$ cat src/rtl/instr_encoder.sv
`default_nettype none
// ============================================================================
// Module      : instr_encoder
// Description : RV32I field-set to instruction-word encoder with a 2-entry
//               output FIFO and delivered-word counter.
//               Optional: define ENC_IMM_CHECK_EN to flag out-of-range
//               immediates as illegal.
// Revision    : 1.0 - initial release
// ============================================================================
module instr_encoder (
    input  logic        clk,
    input  logic        rst,
    input  logic        in_valid,
    output logic        in_ready,
    input  logic [6:0]  opcode,
    input  logic [4:0]  rd,
    input  logic [4:0]  rs1,
    input  logic [4:0]  rs2,
    input  logic [2:0]  funct3,
    input  logic [6:0]  funct7,
    input  logic [31:0] imm,
    output logic        out_valid,
    input  logic        out_ready,
    output logic [31:0] instr,
    output logic        out_illegal,
    output logic [15:0] count
);

    localparam logic [6:0]  c_OP_R      = 7'b0110011;
    localparam logic [6:0]  c_OP_IMM    = 7'b0010011;
    localparam logic [6:0]  c_OP_LOAD   = 7'b0000011;
    localparam logic [6:0]  c_OP_JALR   = 7'b1100111;
    localparam logic [6:0]  c_OP_SYSTEM = 7'b1110011;
    localparam logic [6:0]  c_OP_STORE  = 7'b0100011;
    localparam logic [6:0]  c_OP_BRANCH = 7'b1100011;
    localparam logic [6:0]  c_OP_LUI    = 7'b0110111;
    localparam logic [6:0]  c_OP_AUIPC  = 7'b0010111;
    localparam logic [6:0]  c_OP_JAL    = 7'b1101111;
    localparam logic [31:0] c_NOP       = 32'h0000_0013;

    logic [31:0] w_word;
    logic        w_bad_op;
    logic        w_flag;
    logic        w_push;
    logic        w_pop;

    logic [32:0] r_mem [0:1];
    logic        r_wr_ptr;
    logic        r_rd_ptr;
    logic [1:0]  r_occ;
    logic [15:0] r_count;

    always_comb begin
        w_word   = c_NOP;
        w_bad_op = 1'b0;
        case (opcode)
            c_OP_R:
                w_word = {funct7, rs2, rs1, funct3, rd, opcode};
            c_OP_IMM: begin
                // Shift-immediates carry funct7 in the upper bits and a 5-bit shamt.
                if (funct3 == 3'b001 || funct3 == 3'b101)
                    w_word = {funct7, imm[4:0], rs1, funct3, rd, opcode};
                else
                    w_word = {imm[11:0], rs1, funct3, rd, opcode};
            end
            c_OP_LOAD, c_OP_JALR, c_OP_SYSTEM:
                w_word = {imm[11:0], rs1, funct3, rd, opcode};
            c_OP_STORE:
                w_word = {imm[11:5], rs2, rs1, funct3, imm[4:0], opcode};
            c_OP_BRANCH:
                w_word = {imm[12], imm[10:5], rs2, rs1, funct3, imm[4:1], imm[11], opcode};
            c_OP_LUI, c_OP_AUIPC:
                w_word = {imm[31:12], rd, opcode};
            c_OP_JAL:
                w_word = {imm[20], imm[10:1], imm[11], imm[19:12], rd, opcode};
            default: begin
                w_word   = c_NOP;
                w_bad_op = 1'b1;
            end
        endcase
    end

`ifdef ENC_IMM_CHECK_EN
    logic w_fits12;
    logic w_fits13;
    logic w_fits21;
    logic w_bad_imm;

    // An immediate fits N bits when every bit above N-1 copies bit N-1.
    assign w_fits12 = (&imm[31:11]) | ~(|imm[31:11]);
    assign w_fits13 = (&imm[31:12]) | ~(|imm[31:12]);
    assign w_fits21 = (&imm[31:20]) | ~(|imm[31:20]);

    always_comb begin
        w_bad_imm = 1'b0;
        case (opcode)
            c_OP_IMM, c_OP_LOAD, c_OP_JALR, c_OP_SYSTEM, c_OP_STORE:
                w_bad_imm = ~w_fits12;
            c_OP_BRANCH:
                w_bad_imm = ~w_fits13 | imm[0];
            c_OP_JAL:
                w_bad_imm = ~w_fits21 | imm[0];
            c_OP_LUI, c_OP_AUIPC:
                w_bad_imm = |imm[11:0];
            default:
                w_bad_imm = 1'b0;
        endcase
    end

    assign w_flag = w_bad_op | w_bad_imm;
`else
    assign w_flag = w_bad_op;
`endif

    assign in_ready    = (r_occ != 2'd2);
    assign out_valid   = (r_occ != 2'd0);
    assign w_push      = in_valid & in_ready;
    assign w_pop       = out_valid & out_ready;
    assign instr       = r_mem[r_rd_ptr][31:0];
    assign out_illegal = r_mem[r_rd_ptr][32];
    assign count       = r_count;

    always_ff @(posedge clk) begin
        if (rst) begin
            r_mem[0] <= '0;
            r_mem[1] <= '0;
            r_wr_ptr <= 1'b0;
            r_rd_ptr <= 1'b0;
            r_occ    <= 2'd0;
            r_count  <= 16'd0;
        end else begin
            if (w_push) begin
                r_mem[r_wr_ptr] <= {w_flag, w_word};
                r_wr_ptr        <= ~r_wr_ptr;
            end
            if (w_pop) begin
                r_rd_ptr <= ~r_rd_ptr;
                r_count  <= r_count + 16'd1;
            end
            r_occ <= r_occ + {1'b0, w_push} - {1'b0, w_pop};
        end
    end

endmodule
`default_nettype wire
$ cat config.mk
export PLATFORM = sky130hd
export DESIGN_NAME = instr_encoder
export DESIGN_NICKNAME = d
export VERILOG_FILES = /design/src/rtl/instr_encoder.sv
export SDC_FILE = /design/constraint.sdc
export NUM_CORES = 1
export LEC_CHECK = 0
export ABC_AREA = 1
export CAP_MARGIN = 25
export CELL_PAD_IN_SITES_DETAIL_PLACEMENT = 1
export CELL_PAD_IN_SITES_GLOBAL_PLACEMENT = 2
export CORE_MARGIN = 8
export CORE_UTILIZATION = 31
export DETAILED_ROUTE_END_ITERATION = 7
export GPL_TIMING_DRIVEN = 0
export PLACE_DENSITY = 0.92
export SYNTH_ARGS = -nofsm -noshare
export SYNTH_HDL_FRONTEND = slang
export SYNTH_SLANG_ARGS = --single-unit
$ cat constraint.sdc
create_clock -name clk -period 4.2 [get_ports clk]
set_clock_uncertainty 0.05 [all_clocks]
set_input_delay 1.26 -clock clk [delete_from_list [all_inputs] [get_ports clk]]
set_output_delay 1.26 -clock clk [all_outputs]
set_load 0.05 [all_outputs]
==> out/metrics.cfg, run 1 <==
[global_routing]
antenna_found_initial=1
grt_util_met2_pct=30.92
grt_max_degree=34
grt_pass1_vias=5034
track_usage_pct=17.00
gr-usage-met3_pct=3.228
grt_pass1_wl_um=26630
top_usage_layer=met2
use_met1_pct=20.22
grt_overflow=0

[clocking]
cts.clk_slew.worst_paths_ns=0.07
post-cts-setup-buffer-count=0
clock_sinks=87
cts_inserted_buffers=9
clk_latency_ns=0.34
cts_hold_buffers=0
htree_levels=3
ctsRootBufferMaster=clkbuf_16
cts_max_path_buffers=2
cts_resized=0
cts_tree=built

[sta]
max_slew_margin_pct=40.50
max_freq_mhz=251.8
tightest_slew_ns=0.8894
slew_violations=0
fin_tns_setup_ns=0
setup_ws_ns=0.2287
layout_min_cycle_time_ns=3.971
hold_viol_final=0
fin_crit_sh_pct=94.56
rsz0062_at_grt=false
hold_ws_ns=0.4216
setup_viol=0

[min_path]
hold_path_end=r_rd_ptr
hold_depth=1
min_from=r_rd_ptr
hp-class=flip-flop to flip-flop

[route]
vias=4576
ant_nets=0
drtPass1Iterations=4
wl_per_cell_um=18.66
drc=0
drt_iter0_drc=206
wirelength_um=16800
vias_per_cell=5.084

[worst_setup_path]
critPathKind=input port to flip-flop
reg2reg_depth=6
critPathMaxFanout=33
start_kind=input port
rrSetupSlack_ns=1.61
cp_data_arrival_time_ns=3.80
worstSetupEndpointType=flip-flop
cp.required_ns=4.02
reg2reg_from=r_occ[1]
rr_endpoint=r_mem[1][27]

[power_and_ir_drop]
seq_power_share_pct=37.1
power_density_nw_per_um2=430.3
p_leak_nw=2.532
power_frac_comb_pct=32.6
p_sw_uw=958.2
power.share.clock_pct=30.3
vdd_ir_drop_max_uv=184.1
power.internal_mw=1.849
p_sw_share_pct=34.14
p_total_mw=2.807

[floorplan]
coreArea_um2=15200
start_util_pct=31.62
rows=45
die_h_um=140.5
dieArea_um2=19750
io_pins=119
die_w_um=140.5

[logic_synthesis]
syn_avg_cell_area_um2=8.288
ys.flop_type=edfxtp_1
async_flop_share_pct=0
yosys.cell_types.count=25
synth_nets=651
syn_inst=580
yosysTopAreaCell=edfxtp_1
synth_area_um2=4807
synth_edf_count=66
synth-seq-cells=87
yosysWarnings=0
yosysSeqAreaShare_pct=49.97
yosysTopAreaCellShare_pct=41.23
synth.area.top_cells=edfxtp_1 41%, nand2_1 10%, nand3_1 9.2%

[placed_design]
placed_area_um2=6208
gp_congestion=0.8305
port_buffers=116
dp_slack_ns=-0.06989
hpwl_um=12980

[finish]
drive_above_1_share_pct=9.831
nets=778
diodes=0
layout_commonest_cell=nand2_1
register_area_um2=2402
finalInstanceArea_um2=6523
fillers=1838
syn2layout_area_growth_pct=35.68
layout_common_cells=129 x nand2_1, 116 x clkdlybuf4s50_1, 88 x nand3_1
multi_input_area_um2=2123

[outcome]
status=completed

[job]
drv_cap=0

[critical path: stages]
cell and delay, ns:
clkdlybuf4s50_1 0.64, clkinv_1 0.34, nand3_1 0.32, clkbuf_1 0.53, nand2_2 0.69
[state kept, by name, summed over array words and instances, names as in the netlist, named ones only]
signal / flops
count: 16
r_mem: 66
r_occ: 2
r_rd_ptr: 1
r_wr_ptr: 1
[stage by stage]
step,utilization [%],instances
final,42.91,900
after global routing,42.91,900
after CTS,42.91,900
after detailed placement,40.84,884
after global placement,40.81,884
after floorplan,-,580
[metal layers]
| metal | part of all wire (%) | vias up |
|---|---|---|
| met3 | 3.4 | 14 |
| met5 | 0.048 | - |
| li1 | - | 2222 |
| met4 | 1.2 | 2 |
| met1 | 44 | 2254 |
| met2 | 51 | 84 |
[worst max-delay path by stage]
stage	cells past startpoint	to	slack, ns	start
after floorplan	4	r_mem[1][0]	1.18	rst
after global placement	5	r_mem[1][28]	-0.47	rst
after detailed placement	5	r_mem[1][29]	-0.07	rst
after global routing	5	r_mem[1][30]	0.09	rst
after CTS	5	r_mem[1][30]	0.24	rst
final	5	r_mem[1][27]	0.23	rst
[cell usage after synthesis, types with 3 or more instances]
| cell | number |
|---|---|
| dfxtp_1 | 21 |
| o21ai_0 | 12 |
| buf_2 | 10 |
| nand4_1 | 15 |
| nand2_1 | 131 |
| nor2_2 | 3 |
| inv_1 | 42 |
| edfxtp_1 | 66 |
| nand2_2 | 3 |
| a21oi_1 | 48 |
| nand3_1 | 88 |
| ha_1 | 3 |
| clkbuf_1 | 13 |
| nor2_1 | 80 |
| inv_2 | 3 |
| mux2_2 | 33 |
[power groups by stage]
stage	logic [mW]	registers, mW	clock network, mW
floorplan	0.560	1.07	0
global placement	0.906	1.05	0
detailed placement	0.919	1.06	0
CTS	0.926	1.04	0.860
global route	0.972	1.05	0.893
finish	0.916	1.04	0.850
[area by class of cell]
class	count	share of cell area [%]
tap	188	3.606
multi-input combinational	422	32.55
clock buffer	10	3.510
sequential	87	36.83
timing repair buffer	116	17.80
clock inverter	6	1.304
buffer	25	1.746
inverter	46	2.647
[logic make-up (layout without fill, tap and decap cells)]
| group | Yosys count | count (layout) | synth area share [%] |
|---|---|---|---|
| AND/OR/NAND/NOR | 323 | 323 | 28.87 |
| flip-flops | 87 | 87 | 49.97 |
| buffers and inverters | 71 | 203 | 5.960 |
| AO/OA/AOI/OAI | 62 | 62 | 6.507 |
| multiplexers | 33 | 33 | 7.730 |
| adder cells (fa/ha/maj) | 3 | 3 | 0.7809 |
| XOR/XNOR | 1 | 1 | 0.1822 |
Power figures use the tool's default switching activity.
==> run 2: changes to the inputs <==
--- a/config.mk
+++ b/config.mk
@@ -9,7 +9,7 @@
 export CAP_MARGIN = 25
 export CELL_PAD_IN_SITES_DETAIL_PLACEMENT = 1
 export CELL_PAD_IN_SITES_GLOBAL_PLACEMENT = 2
-export CORE_MARGIN = 8
+export CORE_MARGIN = 3
 export CORE_UTILIZATION = 31
 export DETAILED_ROUTE_END_ITERATION = 7
 export GPL_TIMING_DRIVEN = 0
==> out/metrics.cfg, run 2 (synthesized netlist as in run 1, its figures left out) <==
[placed_design]
placed_area_um2=6203  ; about the same
hpwl_um=11640  ; -10%
gp_congestion=0.8646  ; +4.1%
port_buffers=116  ; unchanged

[worst_setup_path]
critPathKind=flip-flop to output port
start_kind=flip-flop
critPathMaxFanout=10  ; -70%
cp_common_cell=clkbuf_1
slowest_delay_ns=0.71  ; +0.02 ns
worstPathCellList=clkbuf_1, clkbuf_1, mux2_2, clkdlybuf4s50_1
crit_buf_inv=3  ; unchanged
cp_data_arrival_time_ns=2.60  ; -1.20 ns
worstSetupEndpointType=output port
slowest_stage=clkdlybuf4s50_1
cp.required_ns=2.89  ; -1.13 ns
critPathTopFamily=buffers and inverters
rrSetupSlack_ns=1.68  ; +0.07 ns

[global_routing]
track_usage_pct=18.19  ; +1.2 points
grt_max_degree=34  ; unchanged
grt_pass1_wl_um=24110  ; -9.5%
grt_overflow=0  ; unchanged
antenna_found_initial=0  ; -1
grt_pass1_vias=4718  ; -6.3%

[floorplan]
die_w_um=130.5  ; -7.1%
die_h_um=130.5  ; -7.1%
coreArea_um2=14860  ; -2.2%
start_util_pct=32.34  ; +0.72 points
rows=44  ; -2.2%
io_pins=119  ; unchanged
dieArea_um2=17040  ; -14%

[sta]
rsz0062_at_grt=false
fin_crit_sh_pct=93.11  ; -1.4 points
setup_viol=0  ; unchanged
max_freq_mhz=255.7  ; +1.5%
hold_ws_ns=0.4464  ; +0.02478 ns
slew_violations=0  ; unchanged
hold_viol_final=0  ; unchanged
tightest_slew_ns=0.8580  ; -0.03138 ns
layout_min_cycle_time_ns=3.911  ; -0.06060 ns
max_slew_margin_pct=42.60  ; +2.1 points

[power_and_ir_drop]
p_leak_nw=2.510  ; -0.88%
vdd_ir_drop_max_uv=214.2  ; +16%
p_total_mw=2.684  ; -4.4%
power_density_nw_per_um2=414.9  ; -3.6%

[clocking]
ctsRootBufferMaster=clkbuf_16
htree_levels=3  ; unchanged
cts_inserted_buffers=9  ; unchanged
cts_resized=0  ; unchanged
post-cts-setup-buffer-count=0  ; unchanged
clk_latency_ns=0.34  ; about the same
clock_sinks=87  ; unchanged
cts_max_path_buffers=2  ; unchanged
cts_hold_buffers=0  ; unchanged
cts_tree=built
cts.clk_slew.worst_paths_ns=0.06  ; about the same

[route]
vias=4588  ; +0.26%
drt_iter0_drc=215  ; +4.4%
wirelength_um=15270  ; -9.1%
ant_nets=0  ; unchanged
drtPass1Iterations=4  ; unchanged
drc=0  ; unchanged
wl_per_cell_um=17.04  ; -8.7%
vias_per_cell=5.121  ; +0.71%

[finish]
layout_commonest_cell=nand2_1
drive_above_1_share_pct=9.691  ; -0.14 points
fillers=1787  ; -2.8%
largest_register_ffs=66  ; unchanged
finalInstanceArea_um2=6469  ; -0.82%
diodes=0  ; unchanged
syn2layout_area_growth_pct=34.57
layout_common_cells=129 x nand2_1, 116 x clkdlybuf4s50_1, 88 x nand3_1
fin_util_pct=43.52  ; +0.61 points
nets=778  ; unchanged
largest-register=r_mem

[outcome]
status=completed

[job]
drv_cap=0  ; unchanged

[min_path]
hp-class=flip-flop to flip-flop

## run 2: cell types whose count changed in the layout (fill, tap and decap cells not counted), sizes merged
cell,before,now
bufinv,2,0
clkinv,3,4
inv,45,46
## run 2: routing by layer
metal | share of wire [%] | up-vias | track usage (%)
met5 | 0 | - | 0
met4 | 1.3 | 0 | 4.961
met3 | 4.1 | 15 | 2.805
met2 | 51 | 99 | 31.88
li1 | - | 2231 | -
met1 | 44 | 2243 | 23.37
## run 2: worst paths after layout
check	startpoint	to	cells after the start
worst max-delay path	flip-flop	instr[9]	4
worst min-delay path	r_rd_ptr	r_rd_ptr	1
worst max register to register	r_occ[1]	r_mem[1][26]	6
worst min register to register	r_rd_ptr	r_rd_ptr	1
## run 2: cell type report
cell class / count / area (µm²) / share of cell area [%]
repair buffers: 116 / 1161 / 17.95
flip-flops and latches: 87 / 2402 / 37.14
multi-input cells: 422 / 2123 / 32.82
inverters: 46 / 172.7 / 2.669
clock buffers: 10 / 229.0 / 3.540
well taps: 184 / 230.2 / 3.559
plain buffers: 25 / 113.9 / 1.760
clock inverters: 6 / 36.28 / 0.5609
## run 2: report_power, final
group          internal, mW  switching (mW)
Combinational         0.321           0.594
Clock                 0.398           0.330
Sequential             1.01          0.0320
Total                  1.73           0.956
## run 2: stage by stage
stage	worst slack [ns]	instances	TNS, ns
5_1_grt	0.1334	896	0
3_3_place_gp	-0.4340	880	-27.52
6_report	0.2893	896	0
3_5_place_dp	0.03041	880	0
4_1_cts	0.2547	896	0
2_1_floorplan	1.181	580	0
